### src/rtl/video_bank_scheduler.sv
// video_bank_scheduler: ping-pong scheduler for two multi-frame video banks.
// One bank is filled from the SPI pixel stream while the other plays to VGA.
// The roles swap once the fill is complete and the current playback is done.
//
// Ports:
//   CLK_40             system clock
//   reset              synchronous, active-high
//   start              single-cycle pulse, begins the first fill (IDLE only)
//   SPI_clk_en         pixel strobe from the SPI side
//   pixel_valid        SPI holds a pixel during this strobe
//   bank_read_done[1:0] per-bank pulse: the bank finished playing all frames
//   bank_write_enable  per-bank mode, 1 = fill, 0 = play
//   mem_x_pos          write column
//   mem_y_pos          write line
//   write_frame_idx    frame being filled within the fill bank
//   read_bank_sel      bank whose output feeds VGA
//   read_active        1 = VGA shows the read bank, 0 = VGA blanks
//   spi_ready          fill in progress, pixels accepted
//   underrun_count     number of playback underruns, saturating
//                      (present only with SCHED_STATUS_EN defined)
//
// Build option: define SCHED_STATUS_EN to add the underrun_count port and its counter.

module video_bank_scheduler #(
  parameter int unsigned X_WIDTH         = 160,
  parameter int unsigned Y_HEIGHT        = 120,
  parameter int unsigned FRAMES_PER_BANK = 15,
  localparam int unsigned X_ADDRW = (X_WIDTH > 1) ? $clog2(X_WIDTH) : 1,
  localparam int unsigned Y_ADDRW = (Y_HEIGHT > 1) ? $clog2(Y_HEIGHT) : 1,
  localparam int unsigned F_ADDRW = (FRAMES_PER_BANK > 1) ? $clog2(FRAMES_PER_BANK) : 1
`ifdef SCHED_STATUS_EN
  ,
  parameter int unsigned UNDERRUN_W      = 8
`endif
) (
  input  logic               CLK_40,
  input  logic               reset,
  input  logic               start,
  input  logic               SPI_clk_en,
  input  logic               pixel_valid,
  input  logic [1:0]         bank_read_done,
  output logic [1:0]         bank_write_enable,
  output logic [X_ADDRW-1:0] mem_x_pos,
  output logic [Y_ADDRW-1:0] mem_y_pos,
  output logic [F_ADDRW-1:0] write_frame_idx,
  output logic               read_bank_sel,
  output logic               read_active,
  output logic               spi_ready
`ifdef SCHED_STATUS_EN
  ,
  output logic [UNDERRUN_W-1:0] underrun_count
`endif
);

  typedef enum logic [2:0] {
    IDLE      = 3'd0,
    PRIME     = 3'd1,
    RUN       = 3'd2,
    WAIT_SWAP = 3'd3,
    STARVE    = 3'd4
  } state_t;

  state_t               state_q, state_d;
  logic [X_ADDRW-1:0]   x_q, x_d;
  logic [Y_ADDRW-1:0]   y_q, y_d;
  logic [F_ADDRW-1:0]   f_q, f_d;
  logic                 fill_done_q, fill_done_d;
  logic                 rbs_q, rbs_d;
  logic                 ra_q, ra_d;
  logic                 rdy_q, rdy_d;
  logic [1:0]           we_q, we_d;
`ifdef SCHED_STATUS_EN
  logic [UNDERRUN_W-1:0] und_q, und_d;
`endif

  logic accept;
  logic rd_r;
  logic do_swap;
  logic do_clear;

  // Next-state, counter chain and registered-output computation
  always_comb begin
    state_d     = state_q;
    x_d         = x_q;
    y_d         = y_q;
    f_d         = f_q;
    fill_done_d = fill_done_q;
    rbs_d       = rbs_q;
    we_d        = 2'b00;
    ra_d        = 1'b0;
    rdy_d       = 1'b0;
`ifdef SCHED_STATUS_EN
    und_d       = und_q;
`endif
    do_swap     = 1'b0;
    do_clear    = 1'b0;
    accept      = SPI_clk_en & pixel_valid & rdy_q;
    // Only the playing bank's done pulse matters; the fill bank's is ignored
    rd_r        = bank_read_done[rbs_q];

    if (accept) begin
      if (x_q == X_ADDRW'(X_WIDTH - 1)) begin
        x_d = '0;
        if (y_q == Y_ADDRW'(Y_HEIGHT - 1)) begin
          y_d = '0;
          if (f_q == F_ADDRW'(FRAMES_PER_BANK - 1)) begin
            f_d         = '0;
            fill_done_d = 1'b1;
          end else begin
            f_d = f_q + 1'b1;
          end
        end else begin
          y_d = y_q + 1'b1;
        end
      end else begin
        x_d = x_q + 1'b1;
      end
    end

    case (state_q)
      IDLE: begin
        if (start) begin
          state_d  = PRIME;
          do_clear = 1'b1;
        end
      end
      PRIME: begin
        if (fill_done_q) begin
          state_d  = RUN;
          rbs_d    = 1'b0;
          do_clear = 1'b1;
        end
      end
      RUN: begin
        if (fill_done_q && rd_r) begin
          do_swap = 1'b1;
        end else if (fill_done_q) begin
          state_d = WAIT_SWAP;
        end else if (rd_r) begin
          state_d = STARVE;
`ifdef SCHED_STATUS_EN
          if (und_q != '1) und_d = und_q + 1'b1;
`endif
        end
      end
      WAIT_SWAP: begin
        if (rd_r) begin
          state_d = RUN;
          do_swap = 1'b1;
        end
      end
      STARVE: begin
        // Reader replays bank R on its own; swap waits for its next done
        if (fill_done_q) state_d = WAIT_SWAP;
      end
      default: state_d = IDLE;
    endcase

    if (do_swap) begin
      rbs_d    = ~rbs_q;
      do_clear = 1'b1;
    end
    if (do_clear) begin
      x_d         = '0;
      y_d         = '0;
      f_d         = '0;
      fill_done_d = 1'b0;
    end

    // Outputs follow the next state; spi_ready drops as soon as the fill completes
    case (state_d)
      PRIME: begin
        we_d  = 2'b01;
        rdy_d = ~fill_done_d;
      end
      RUN, STARVE: begin
        we_d  = rbs_d ? 2'b01 : 2'b10;
        ra_d  = 1'b1;
        rdy_d = ~fill_done_d;
      end
      WAIT_SWAP: begin
        we_d = rbs_d ? 2'b01 : 2'b10;
        ra_d = 1'b1;
      end
      default: ;
    endcase
  end

  // State and output registers
  always_ff @(posedge CLK_40) begin
    if (reset) begin
      state_q     <= IDLE;
      x_q         <= '0;
      y_q         <= '0;
      f_q         <= '0;
      fill_done_q <= 1'b0;
      rbs_q       <= 1'b0;
      ra_q        <= 1'b0;
      rdy_q       <= 1'b0;
      we_q        <= 2'b00;
`ifdef SCHED_STATUS_EN
      und_q       <= '0;
`endif
    end else begin
      state_q     <= state_d;
      x_q         <= x_d;
      y_q         <= y_d;
      f_q         <= f_d;
      fill_done_q <= fill_done_d;
      rbs_q       <= rbs_d;
      ra_q        <= ra_d;
      rdy_q       <= rdy_d;
      we_q        <= we_d;
`ifdef SCHED_STATUS_EN
      und_q       <= und_d;
`endif
    end
  end

  assign bank_write_enable = we_q;
  assign mem_x_pos         = x_q;
  assign mem_y_pos         = y_q;
  assign write_frame_idx   = f_q;
  assign read_bank_sel     = rbs_q;
  assign read_active       = ra_q;
  assign spi_ready         = rdy_q;
`ifdef SCHED_STATUS_EN
  assign underrun_count    = und_q;
`endif

endmodule

### config.mk
export PLATFORM = sky130hd
export DESIGN_NAME = video_bank_scheduler
export DESIGN_NICKNAME = d
export VERILOG_FILES = /design/src/rtl/video_bank_scheduler.sv
export SDC_FILE = /design/constraint.sdc
export NUM_CORES = 1
export LEC_CHECK = 0
export ABC_CLOCK_PERIOD_IN_PS = 1700
export CAP_MARGIN = 40
export CORE_ASPECT_RATIO = 0.9
export CORE_MARGIN = 8
export CORE_UTILIZATION = 47
export CTS_BUF_LIST = sky130_fd_sc_hd__clkbuf_2 sky130_fd_sc_hd__clkbuf_4 sky130_fd_sc_hd__clkbuf_8
export CTS_CLUSTER_DIAMETER = 80
export CTS_CLUSTER_SIZE = 28
export DETAILED_ROUTE_END_ITERATION = 6
export PLACE_DENSITY_LB_ADDON = 0.05
export SLEW_MARGIN = 0
export SYNTH_ARGS = -nofsm -noshare
export SYNTH_HDL_FRONTEND = slang
export SYNTH_SLANG_ARGS = --single-unit
### constraint.sdc
create_clock -name CLK_40 -period 1.7 [get_ports CLK_40]
set_input_delay 0.51 -clock CLK_40 [delete_from_list [all_inputs] [get_ports CLK_40]]
set_output_delay 0.51 -clock CLK_40 [all_outputs]
set_load 0.02 [all_outputs]
==> summary by stage, run 1 <==
Run status
The flow ran to the end, and the final reports show no timing, DRC or antenna violations.

Layout
At the end of the flow, the number of nets in the layout was around 230. The repair_antennas step left the layout with diodes totalling 0. The fraction of layout cells with a size suffix above 1 is 19.5%. In the final layout, flip-flops and latches occupy 564 sq um. The area occupied by multi-input gates is 830 sq um.

Compared with the post-synthesis result, the final layout area differs by 37.1%. In the layout the commonest cells are sky130_fd_sc_hd__dfxtp_1, sky130_fd_sc_hd__dlygate4sd2_1, sky130_fd_sc_hd__buf_4, sky130_fd_sc_hd__nor2_1, sky130_fd_sc_hd__a21oi_1. The number of fillers in the final layout is between 200 and 300.

Detailed routing
In this run, the number of DRC markers left after iteration 0 of detailed routing was 59. The total via count after detailed routing is ~1300. In the final routed layout, each cell accounts on average for 13.2 um. In this run the remaining antenna-violating nets after routing total 0.

In the routed design, unresolved DRC markers number 0. After detailed routing, the total wire length is 3400 um. Using the TritonRoute via totals, the vias-per-cell ratio works out to 5.21. The detailed-router iteration count before antenna repair is 5.

Setup path
The worst setup path is captured at a register. The number of cell instances on the worst register-to-register path is 5. By startpoint and endpoint, the worst setup path is classified as in2reg.

The worst endpoint required time is 1.93 ns. In this run the worst path has a maximum fanout of 20. The worst register-to-register path has a setup slack of ~0.090 ns. The arrival time at the worst endpoint is 1.86 ns. The startpoint identified for the worst register-to-register timing path is mem_x_pos[0]$_SDFFE_PP0P_. The kind of start point of the critical path is an input port. The reg-to-reg endpoint is mem_y_pos[5]$_SDFFE_PP0P_.

Logic synthesis
The mapped netlist covers 0.00141 sq mm. The synthesized design contains 0 enable-type register cells. Summing the areas of all compound-gate instances in the mapped netlist gives 16.8% of the synthesized area.

The adder-cell share of the synthesized area is 1.77%. The multiplexer area fraction after synthesis is roughly 2.3%. The register bit total from synthesis is 28. For this run, the leading register cell type out of synthesis is sky130_fd_sc_hd__dfxtp_1. A synthesized cell averages 8.49 sq um.

The gate count after technology mapping is ~170. After Yosys synthesis, XOR and XNOR cells account for approximately 6.2% of the synthesized area. Sequential elements use roughly two fifths of the synthesized area. The simple logic cell fraction of the synthesized area is 29.9%. In the synthesized netlist the async set-or-reset flop fraction comes to 0%. Yosys printed 0 warnings. The combinational family with the most area after synthesis is simple AND/OR/NAND/NOR gates. The count of distinct cell types in the synthesized netlist is 42.

The post-synth net total is ~180.

Global routing
In the global route stage, overall resource usage came out at 14.6%. The number of antenna violations at the first check in global routing is 0. The largest net degree at the start of global routing is 21. The first-pass GRT wire length is 5930 um. The number of global-route vias before repair is 1382. The overall overflow remaining after global route is 0.

Timing
The worst path in the final design needs a cycle of between 1.5 and 2 ns, including I/O delays and setup. The clock skew is 0.0117 ns. The number of hold violations in the final report is 0. Setup violations remaining at the end of the flow were counted as 0.

The count of pins over their slew limit is 0. Setup repair after global routing left no endpoint under its margin. For the pin with the worst max-slew slack, the measured transition is around 0.36 ns. Measured against its own limit, the worst slew margin works out to 75.6%. For the final routed database, the setup TNS stands at 0 ns.

Static timing analysis puts the maximum clock frequency at ~0.6 GHz. The period utilization is a little over nine tenths.

Min path
The beginning of the worst hold path is mem_y_pos[1]$_SDFFE_PP0P_. Counting instances, the worst hold path has a depth of 2. The path with the worst hold slack has its endpoint at mem_y_pos[1]$_SDFFE_PP0P_.

The worst hold-check path type is reg2reg.

Floorplan
The count of standard-cell rows is 19. The floorplan step defined a die boundary enclosing between 0.005 and 0.006 sq mm. For this configuration, the core starts out at a cell density of 47.8%. The die is 68.0 um tall.

From left edge to right edge, the die measures approximately 74 um. The total core area is approximately 0.0029 sq mm. During I/O placement, the number of pins put on the boundary was 31.

Clocking
The later-pin clock latency in the skew report is 0.32 ns. The clock transition time at the flip-flop clock pins of the worst setup and hold paths is 0.15 ns. Once the clock tree was built, the setup fixing pass inserted 0 buffers. The number of clock buffers added by TritonCTS is 3.

The longest clock path from root to sink contains 2 buffers. The number of levels the H-tree was split into is 1. For this design, the sink count on the clock tree is 28. TritonCTS built the clock tree. The cell sitting at the root of the clock tree is a sky130_fd_sc_hd__clkbuf_4. In this run, post-CTS hold repair placed 0 buffers.

Place
Once detailed placement completed, the half-perimeter wirelength came to 2630 um. During placement, the flow inserted port buffers numbering 30. The global placer's final weighted congestion is 0.895.

Job
Max-cap violations in this run came to 0.

Pwr
The leakage power is ~0.85 nW. The maximum resistive drop on vdd is 0.277 mV. The ratio of total power to cell area is 530 mW/mm^2. The design draws roughly 1 mW.
[worst max path at each step]
stage,start,end
global placement,SPI_clk_en,mem_y_pos[5]$_SDFFE_PP0P_
floorplan,mem_x_pos[0]$_SDFFE_PP0P_,mem_y_pos[3]$_SDFFE_PP0P_
detailed placement,SPI_clk_en,mem_y_pos[5]$_SDFFE_PP0P_
global route,mem_x_pos[0]$_SDFFE_PP0P_,mem_x_pos[0]
CTS,bank_read_done[1],mem_y_pos[3]$_SDFFE_PP0P_
finish,bank_read_done[1],write_frame_idx[2]$_SDFFE_PP0P_
[per-layer routing]
metal	up-vias	track usage, %	wire length, um
li1	703	-	-
met1	600	18.8	1710
met2	37	23.3	1490
met3	0	3.95	203
met4	0	4.23	0
met5	-	0	0
[flip-flops by register name (all words and copies together), names as in the netlist, 2 cells and up]
name and flops:
mem_x_pos 8, state_q 3, mem_y_pos 7, write_frame_idx 4
bank_write_enable 2
[timing repair]
action                                  CTS  global route
pin swaps                                 1             1
cloned                                    0             0
gates resized for setup                  28             7
endpoints found under the setup margin   28             6
[through the flow]
| step | cell area, sq um | std cells | setup slack (ns) | utilization [%] | hold slack (ns) |
|---|---|---|---|---|---|
| CTS | 1920 | 257 | 0.00959 | 65.1 | 0.504 |
| floorplan | 1410 | 166 | 0.00529 | - | 0.510 |
| finish | 1930 | 257 | 0.0647 | 65.6 | 0.499 |
| detailed placement | 1920 | 254 | -0.517 | 65.1 | 0.487 |
| global placement | 1920 | 254 | -0.466 | 65.1 | 0.480 |
| global route | 1930 | 257 | 0.00679 | 65.6 | 0.537 |
[cells by family (layout without fill, tap and decap cells)]
| logic type | Yosys count | count (layout) |
|---|---|---|
| AND/OR/NAND/NOR | 76 | 76 |
| AO/OA/AOI/OAI | 36 | 36 |
| flip-flops | 28 | 28 |
| buffers and inverters | 11 | 60 |
| XOR/XNOR | 10 | 10 |
| multiplexers | 3 | 3 |
| adder cells (fa/ha/maj) | 2 | 2 |
[area by class of cell]
cell class | count | area share, %
Multi-Input combinational cell | 127 | 42.9
Sequential cell | 28 | 29.2
Inverter | 4 | 0.777
Timing Repair Buffer | 53 | 23.2
Clock buffer | 3 | 1.17
Tap cell | 42 | 2.72
[power breakdown]
| group | internal, mW | switching (mW) | total, mW |
|---|---|---|---|
| clock network | 0.0828 | 0.180 | 0.263 |
| logic | 0.0458 | 0.0459 | 0.0916 |
| registers | 0.663 | 0.00691 | 0.670 |
[synth_stat cells (all sizes together) (5+ instances only)]
| master | count | share of area [%] |
|---|---|---|
| buf | 5 | 1.7 |
| a21oi | 12 | 4.3 |
| nand3 | 7 | 2.5 |
| xnor2 | 6 | 3.7 |
| dfxtp | 28 | 40 |
| nand2 | 9 | 2.4 |
| nand4 | 5 | 2.2 |
| nor2 | 17 | 4.5 |
| nor3 | 10 | 4.3 |
| o21ai | 5 | 1.8 |
[worst max-delay path, stage by stage]
cell and delay, ns:
sky130_fd_sc_hd__clkdlybuf4s50_1 0.41, sky130_fd_sc_hd__mux2_2 0.28, sky130_fd_sc_hd__a211o_1 0.29, sky130_fd_sc_hd__buf_12 0.16, sky130_fd_sc_hd__a311oi_1 0.20
Note: power is estimated with default switching activity, not from simulation.
==> run 2: changes to the inputs <==
--- a/config.mk
+++ b/config.mk
@@ -14,7 +14,9 @@
 export CTS_CLUSTER_DIAMETER = 80
 export CTS_CLUSTER_SIZE = 28
 export DETAILED_ROUTE_END_ITERATION = 6
+export GPL_TIMING_DRIVEN = 0
 export PLACE_DENSITY_LB_ADDON = 0.05
+export SKIP_CTS_REPAIR_TIMING = 1
 export SLEW_MARGIN = 0
 export SYNTH_ARGS = -nofsm -noshare
 export SYNTH_HDL_FRONTEND = slang
==> run 2 against run 1 <==
  * Clock power grew 24%
  * Sequential share of layout area shrank 1.4 points
  * Register-to-register slack lost 0.06 ns
  * Flip-flop and latch count is the same
  * Global-route usage shrank 1.2 points
  * Setup slack lost 0.042 ns
  * Sequential power shrank 0.9%
  * Routed wire length grew 6.8%
  * First-iteration DRC count grew 19%
  * Design area grew 6.7%
  * Critical path depth grew 1
  * Critical endpoint unchanged
  * Largest power group unchanged
  * Highest routed layer is now met4
==> summary by stage, run 2 (same netlist as run 1, synthesis figures left out) <==
Floorplan
The total core area is 0.00295 sq mm. The initial utilization of the core area, before any placement, comes to 47.8%. The floorplan step set the die height to 68.0 um.

The full die area is 0.00501 sq mm. In this run the count of I/O pins placed on the die edge is 31. In this run the core area contains 19 standard-cell rows.

The die width is 73.7 um.

Setup path
Along the worst path, the maximum fanout reaches 5. The setup path with the least slack is of type in2reg. The stage delay of the slowest cell on the critical path is 0.42 ns. For this design, the slowest cell found on the critical path is sky130_fd_sc_hd__clkdlybuf4s50_1. The kind of start point of the critical path is an input port. The arrival time at the worst endpoint is 1.91 ns. The number of cell instances on the worst register-to-register path is 5. The critical path goes through clkdlybuf4s50_1 > nand2b_1 > a211oi_2 > a211o_1 > buf_6 > a311oi_2. STA classifies the critical path endpoint as a register. The worst endpoint required time is 1.93 ns.

Place
At the end of routability-driven placement, the weighted congestion stood at between 0.9 and 1. Detailed placement ended at an HPWL of 2440 um. The count of input and output buffers is 29. Prior to clock tree synthesis, the placed netlist has a worst setup slack of -0.611 ns. The instance count after placement with tap cells included is between 200 and 250.

Global routing
The first-pass GRT wire length is around 5400 um. The largest net degree at the start of global routing is 16. Summed over all layers, the global routing overflow is 0. The number of global-route vias before repair is about 1200. Across every metal layer, demand over resource in global routing totals 13.4%. The number of antenna violations at the first check in global routing is 0.

Timing
Adding up every negative setup slack in the final design gives 0 ns. The worst setup margin is between 0.02 and 0.025 ns. The clock skew is 0.0122 ns. The minimum clock period after layout is 1.68 ns. The count of pins over their slew limit is 0.

The number of hold violations in the final report is 0. The slew at the pin closest to its max-slew limit is 0.460 ns. The maximum clock rate is 0.596 GHz. The headroom to the max-slew limit is between 60 and 70%.

The number of setup violations in the final report is 0. In the finished design, the share of the clock period the worst path needs comes to a little over nine tenths. The worst hold slack is 0.485 ns.

Layout
The top cell types in the final layout, fill and taps aside, are sky130_fd_sc_hd__dlymetal6s2s_1, sky130_fd_sc_hd__dfxtp_1, sky130_fd_sc_hd__nor2_1, sky130_fd_sc_hd__a21oi_1, sky130_fd_sc_hd__buf_4. The area added between synthesis and finish is 46.2%. The total number of nets in the final design is 221. Leaving out fill and tap cells, the most frequent cell in the layout is sky130_fd_sc_hd__dlymetal6s2s_1. The filler-free cell count of the finished design is 253.

Counting the fill cells in the layout gives 249. The number of antenna diodes in the final layout is 0. The flip-flop count of the largest register, all copies and words added is 8. The fraction of layout cells with a size suffix above 1 is 22.3%.

Detailed routing
The pre-antenna-repair detailed-routing pass consisted of 4 iterations. Once detail routing completed, the nets flagged for antenna violations numbered 0. The detailed router finished its first iteration with 70 violations. Summed over all layers, the routed wires come to 3630 um.

The total via count after detailed routing is 1387. The detail-routed via count per cell is about 5.5. In the final routed layout, each cell accounts on average for 14.4 um. For this run, design rule violations remaining after detail routing come to 0.

Pwr
The leakage power is roughly 1.2 nW. For this design the ratio of total power to cell area is 527 mW/mm^2. VDD sags by at most 0.369 mV.

Clocking
No sink is reached through more buffers than the 2 on the longest clock path. Clock latency on the worst-skew pair, taken at its later pin, is approximately 0.33 ns. The clock transition time at the flip-flop clock pins of the worst setup and hold paths is between 0.15 and 0.2 ns. The number of sinks on the clock net is 28.

Clock tree synthesis selected as its root buffer the cell sky130_fd_sc_hd__clkbuf_4. TritonCTS built the clock tree. The number of levels the H-tree was split into is 1.

Buffers inserted during clock tree synthesis total 3.

Min path
The worst hold-check path type is reg2reg. The cell depth of the worst min-delay path is 2.

Job
The number of max-cap violations is 0.

Run status
The flow ran to the end, and the final reports show no timing, DRC or antenna violations.
[run 2: cell types whose count changed in the layout (fill, tap and decap cells not counted), sizes merged]
cell	previous run	this run
clkdlybuf4s50	4	1
dlymetal6s2s	0	28
clkbuf	4	7
buf	23	16
dlygate4sd2	25	0
[run 2: path summary, 6_finish.rpt]
kind	startpoint	slack, ns	end
worst min register to register	mem_y_pos[1]$_SDFFE_PP0P_	0.48	mem_y_pos[1]$_SDFFE_PP0P_
worst max register to register	mem_x_pos[1]$_SDFFE_PP0P_	0.03	mem_y_pos[5]$_SDFFE_PP0P_
worst min-delay path	mem_y_pos[1]$_SDFFE_PP0P_	0.48	mem_y_pos[1]$_SDFFE_PP0P_
worst max-delay path	start	0.02	write_frame_idx[2]$_SDFFE_PP0P_
[run 2: final cells by class]
class                   count  area (sq um)  share of cell area [%]
plain buffers               7          46.3                    2.25
well taps                  42          52.6                    2.55
flip-flops and latches     28           573                    27.8
clock buffers               4          36.3                    1.76
multi-input cells         127           891                    43.2
repair buffers             41           448                    21.7
inverters                   4          15.0                   0.728
[run 2: worst max-delay path, delay by kind of cell]
family / cells / cell delay, ns
compound gates: 3 / 0.68
simple gates: 1 / 0.14
buf+inv: 2 / 0.57
[run 2: per-stage QoR]
| step | power, mW | utilization (%) | instance area, sq um |
|---|---|---|---|
| finish | 1.09 | 69.9 | 2060 |
| global route | 1.14 | 69.9 | 2060 |
| CTS | 1.08 | 60.8 | 1790 |
| detailed placement | 0.767 | 59.6 | 1760 |
| global placement | 0.766 | 59.6 | 1760 |
| floorplan | 0.733 | - | 1410 |
[run 2: layer usage]
layer / wire length, um / GRT usage (%) / vias up
met1: 1760 / 17.3 / 643
met5: 0 / 0 / -
met3: 255 / 3.81 / 4
li1: - / - / 698
met4: 38 / 4.48 / 0
met2: 1580 / 20.9 / 42
[run 2: where the power goes]
part	switching, mW	internal [mW]
combinational	0.0524	0.0431
clock	0.196	0.131
sequential	0.00410	0.660
==> run 3: changes to the inputs <==
--- a/config.mk
+++ b/config.mk
@@ -16,6 +16,7 @@
 export DETAILED_ROUTE_END_ITERATION = 6
 export GPL_TIMING_DRIVEN = 0
 export PLACE_DENSITY_LB_ADDON = 0.05
+export RECOVER_POWER = 50
 export SKIP_CTS_REPAIR_TIMING = 1
 export SLEW_MARGIN = 0
 export SYNTH_ARGS = -nofsm -noshare
==> run 3 against run 2 <==
  * Flip-flop and latch count unchanged
  * Register-to-register slack about the same
  * Largest power group unchanged
  * Clock-buffer cell count unchanged
==> summary by stage, run 3 (same netlist as run 1, synthesis figures left out) <==
Clocking
Clock-pin slew was measured on the worst setup and hold paths at 0.16 ns. In this run the clock root is driven by a sky130_fd_sc_hd__clkbuf_4. TritonCTS built the clock tree. The number of sinks on the clock net is 28.

In this run the number of H-tree levels came out at 1. For the worst-skew pair, the clock arrives at the later sink with an insertion delay of 0.33 ns. The number of buffers added by the clock tree synthesis step is 3. Counting along the longest clock path gives a buffer depth of 2.

Detailed routing
The total via count after detailed routing is 1391. The detailed-router iteration count before antenna repair is 4. Dividing the detail-routed via count by the number of cells gives 5.50. The wire length per cell is between 10 and 15 um. After the first detailed-routing iteration, the DRC count stood at 70.

For this run, design rule violations remaining after detail routing come to 0. The routed wire length is 3640 um. The number of nets with antenna violations after detailed routing is 0.

Floorplan
In this run the count of I/O pins placed on the die edge is 31. Once the floorplan was initialized, standard cells occupied a little under half of the core. The count of standard-cell rows is 19. The die covers approximately 0.0050 sq mm. The total core area is 0.00295 sq mm. The die is about 74 um wide. The die is 68.0 um tall.

Place
Once placement finished, the instance area stood at 0.00176 sq mm. The HPWL after detailed placement is about 2400 um. At the end of routability-driven placement, the weighted congestion stood at 0.903. The count of input and output buffers is 29. The number of placed instances, taps included, is 237.

Layout
The area added between synthesis and finish is 42.5%. The final standard cell utilization of the core is 68.2%. The total number of nets in the final design is 221. The diode insertion count for antenna repair is 0. In the layout the commonest cells are sky130_fd_sc_hd__dfxtp_1, sky130_fd_sc_hd__dlymetal6s2s_1, sky130_fd_sc_hd__nor2_1, sky130_fd_sc_hd__a21oi_1, sky130_fd_sc_hd__buf_4. The filler-free cell count of the finished design is about 250.

Summing all non-filler instances in the final layout gives an area of 0.00201 sq mm. The register with the most flip-flops in the layout has 8 of them. The fraction of layout cells with a size suffix above 1 is 22.3%.

Setup path
The arrival time at the worst endpoint is 1.92 ns. STA classifies the critical path startpoint as an input port. The type of the setup path with the least slack is in2reg.

STA classifies the critical path endpoint as a register. At the worst endpoint, the required time is 1.93 ns. The critical path startpoint is start. In this run the worst path has a maximum fanout of 5. The startpoint identified for the worst register-to-register timing path is mem_x_pos[1]$_SDFFE_PP0P_.

Min path
In this run the most critical hold path is launched from mem_y_pos[1]$_SDFFE_PP0P_. The worst hold-check path type is reg2reg.

Timing
The count of pins over their slew limit was 0. Measured against its own limit, the worst slew margin works out to 70.4%. Counting I/O delays and the setup requirement, the final critical path takes approximately 1.7 ns. Setup violations remaining at the end of the flow were counted as 0. Hold timing on the final database bottoms out at a slack of approximately 0.48 ns.

The maximum clock rate is ~0.59 GHz. After layout, the worst path uses 99.0% of the clock period. The slew at the pin closest to its max-slew limit is between 0.4 and 0.5 ns. The number of hold violations in the final report is 0. The clock skew is around 0.013 ns.

Global routing
Entering global routing, the biggest net connects 16 pins. Across every metal layer, demand over resource in global routing totals 13.4%. The number of global-route vias before repair was around 1200. The number of antenna violations at the first check in global routing is 0. The overall overflow remaining after global route is 0.

The first global-routing pass estimated 5430 um of wire.

Pwr
The analysis attributes to cell leakage a power of 1.06 nW. In this run the power density over the cells is roughly 540 mW/mm^2. IR analysis of the VDD net gives a maximum drop of between 0.3 and 0.4 mV.

Run status
The run finished with clean final reports.

Job
The number of max-cap violations is 0.
-- run 3: changes by cell type in the layout (fill, tap and decap cells not counted), sizes merged --
| cell | before | now |
|---|---|---|
| clkbuf | 7 | 14 |
| buf | 16 | 15 |
| dlymetal6s2s | 28 | 22 |
-- run 3: path summary, 6_finish.rpt --
path / to / slack, ns / cells after the start
max: write_frame_idx[2]$_SDFFE_PP0P_ / 0.02 / 6
max reg2reg: mem_y_pos[5]$_SDFFE_PP0P_ / 0.03 / 5
min: mem_y_pos[1]$_SDFFE_PP0P_ / 0.48 / 2
min reg2reg: mem_y_pos[1]$_SDFFE_PP0P_ / 0.48 / 2
-- run 3: layout make-up --
cell class | instances | area (sq um)
multi-input combinational | 127 | 891
tap | 42 | 52.6
buffer | 7 | 46.3
sequential | 28 | 573
inverter | 4 | 15.0
timing repair buffer | 41 | 395
fill | 265 | 938
clock buffer | 4 | 36.3
-- run 3: routing by layer --
layer  share of wire (%)  wire [um]  global-route usage, %
met5                   0          0                      0
met4                 1.0         38                   4.48
met3                 6.8        247                   3.81
met2                  43       1580                   20.9
met1                  49       1780                   17.3
-- run 3: worst max-delay path, stage by stage --
cell	delay [ns]
sky130_fd_sc_hd__clkdlybuf4s50_1	0.42
sky130_fd_sc_hd__nand2b_1	0.14
sky130_fd_sc_hd__a211oi_2	0.10
sky130_fd_sc_hd__a211o_1	0.33
sky130_fd_sc_hd__buf_6	0.15
sky130_fd_sc_hd__a311oi_2	0.26
-- run 3: where the power goes --
group / switching, mW / internal (mW) / total [mW]
Clock: 0.195 / 0.131 / 0.326
Combinational: 0.0524 / 0.0410 / 0.0934
Sequential: 0.00418 / 0.660 / 0.664
Total: 0.251 / 0.832 / 1.08
-- run 3: stage by stage --
| step | power (mW) | setup TNS [ns] | setup WS (ns) |
|---|---|---|---|
| global placement | 0.766 | -7.59 | -0.596 |
| CTS | 1.08 | -5.57 | -0.280 |
| finish | 1.08 | 0 | 0.0171 |
| global route | 1.13 | -0.0848 | -0.0331 |
| detailed placement | 0.767 | -8.09 | -0.611 |
| floorplan | 0.733 | 0 | 0.00529 |
==> patch: new RTL, config.mk and constraints of run 1 <==
The option `SCHED_STATUS_EN` is turned on by a define.
--- a/src/rtl/video_bank_scheduler.sv
+++ b/src/rtl/video_bank_scheduler.sv
@@ -21,6 +21,8 @@
 //
 // Build option: define SCHED_STATUS_EN to add the underrun_count port and its counter.
 
+`define SCHED_STATUS_EN
+
 module video_bank_scheduler #(
   parameter int unsigned X_WIDTH         = 160,
   parameter int unsigned Y_HEIGHT        = 120,
Function (old outputs only; new: underrun_count): kept (equiv_simple and equiv_induct, registers matched by name and starting in step).
==> patch against run 1 <==
  * The run now ends with setup timing left
  * Largest power group unchanged
  * Sequential cell count is 8 higher
  * Core utilization up 12 points
  * Area after synthesis grew 32%
  * Design area up 52%
  * Die area increased by 24%
  * Setup slack worse by 0.12 ns
  * Largest cell class unchanged
  * Via count increased by 50%
  * First-iteration DRC count is 120% higher
  * Synthesized cell count up 30%
  * Power up 58%
  * Maximum frequency shrank 6.6%
  * Routed wire length up 64%
==> patch: results (changes against run 1) <==
[metrics] result of the run: finished with violations
[metrics] violations in the final reports: setup timing
[metrics] clock latency reported for the late side of the worst-skew pair: 0.29 ns (-0.03 ns)
[metrics] Final #Nets: 313 (+38%)
[metrics] post-synthesis compound-gate area fraction: 19.6% (+2.9 points)
[metrics] cell types occupying the most area after synthesis: dfxtp_1 39%, a21oi_1 5.6%, nand3_1 3.5%, o21ai_0 3.0%, nor3_2 2.7%
[metrics] Arrival @ worst endpoint: 1.97 ns (+0.11 ns)
[metrics] met2 routed wirelength: 2610 um (+76%)
[metrics] layout cell share with drive strength beyond 1: 36.5% (+17 points)
[metrics] fraction of synthesized cell area in xor and xnor cells: 3.76% (-2.4 points)
[metrics] 1st-pass router iterations: 4 (-1)
[metrics] actual slew at the worst max-slew pin: 0.321 ns (-0.0413 ns)
[metrics] total length of routed met3 wires: 301 um (+48%)
[metrics] Filler cells: 278 (+1.1%)
[metrics] CTS H-tree lvls: 2 (+1)
[metrics] met2 Usage GRT: 28.1% (+4.7 points)
[metrics] synthesized netlist net count: 226 (+29%)
[metrics] via count: 2009 (+50%)
[metrics] routed length on met1: 2650 um (+55%)
[metrics] clock tree skew after final layout: 0.00718 ns (-0.00453 ns)
[metrics] Pleak: 1.24 nW (+46%)
[metrics] starting DRC count in detailed routing: 131 (+120%)
[metrics] clock network power: 0.610 mW (+130%)
[metrics] pre-CTS worst setup slack: -0.526 ns (-0.00820 ns)
[metrics] number of port buffers: 38 (+27%)
[metrics] switching power: 0.405 mW (+74%)
[metrics] total wire length after detailed routing: 5600 um (+64%)
[metrics] cell types with the highest counts after synthesis: 36 x dfxtp_1, 21 x a21oi_1, 13 x nand2_1, 13 x nand3_1, 13 x nor2_1
[metrics] wire length of the first global-routing pass: 8550 um (+44%)
[metrics] distinct cell type count after synthesis: 53 (+26%)
[metrics] Global Route Usage Sum: 17.6% (+3.0 points)
[metrics] final number of setup-violating endpoints: 9 (+9)
[metrics] detailed-placement wirelength estimate: 3550 um (+35%)
[metrics] pin count of the biggest net entering global routing: 18 (-14%)
[metrics] sequential cell fraction of total power: 52.6% (-13 points)
[metrics] worst path setup slack after routing: -0.0513 ns (-0.116 ns)
[metrics] mux contribution to synthesized area: 3.09% (+0.78 points)
-- patch: cell type report --
class	count	area (um^2)	area share (%)
Sequential cell	36	732	25.0
Inverter	5	18.8	0.641
Multi-Input combinational cell	163	1210	41.2
Tap cell	46	57.6	1.96
Timing Repair Buffer	92	826	28.2
Clock inverter	3	18.8	0.641
Clock buffer	5	68.8	2.35
-- patch: path summary, 6_finish.rpt --
path                          start                end  slack, ns  cells after the start
setup / recovery      read_bank_sel       mem_x_pos[0]      -0.05                      6
hold / removal    underrun_count[7]  underrun_count[7]       0.51                      2
setup reg to reg      read_bank_sel       mem_x_pos[0]      -0.05                      6
hold reg to reg   underrun_count[7]  underrun_count[7]       0.51                      2
-- patch: repair_timing --
item                       in CTS  in global routing
gates resized for setup        75                 13
setup buffers                   8                  0
setup endpoints to repair      61                 25
pin swaps                      19                  2
gates cloned                    3                  0
-- patch: kinds of logic after synthesis --
| family | after synthesis |
|---|---|
| multiplexers | 5 |
| flip-flops | 36 |
| adder cells (fa/ha/maj) | 3 |
| XOR/XNOR | 8 |
| AO/OA/AOI/OAI | 56 |
| buffers and inverters | 17 |
| AND/OR/NAND/NOR | 91 |
-- patch: per-stage QoR --
| stage | std cells | setup TNS (ns) | total power, mW | hold slack (ns) |
|---|---|---|---|---|
| final | 350 | -0.210 | 1.62 | 0.514 |
| after global routing | 350 | -0.874 | 1.69 | 0.534 |
| after CTS | 350 | -0.665 | 1.64 | 0.509 |
| after detailed placement | 331 | -14.07 | 0.983 | 0.501 |
| after global placement | 331 | -13.29 | 0.982 | 0.487 |
| after floorplan | 216 | 0 | 0.929 | 0.504 |
-- patch: worst max-delay path, cell delays in order (launching register included) --
cell     delay (ns)
dfxtp_4        0.36
mux2_4         0.31
a22o_1         0.22
a221o_2        0.37
buf_6          0.14
buf_12         0.13
nor3_4         0.14
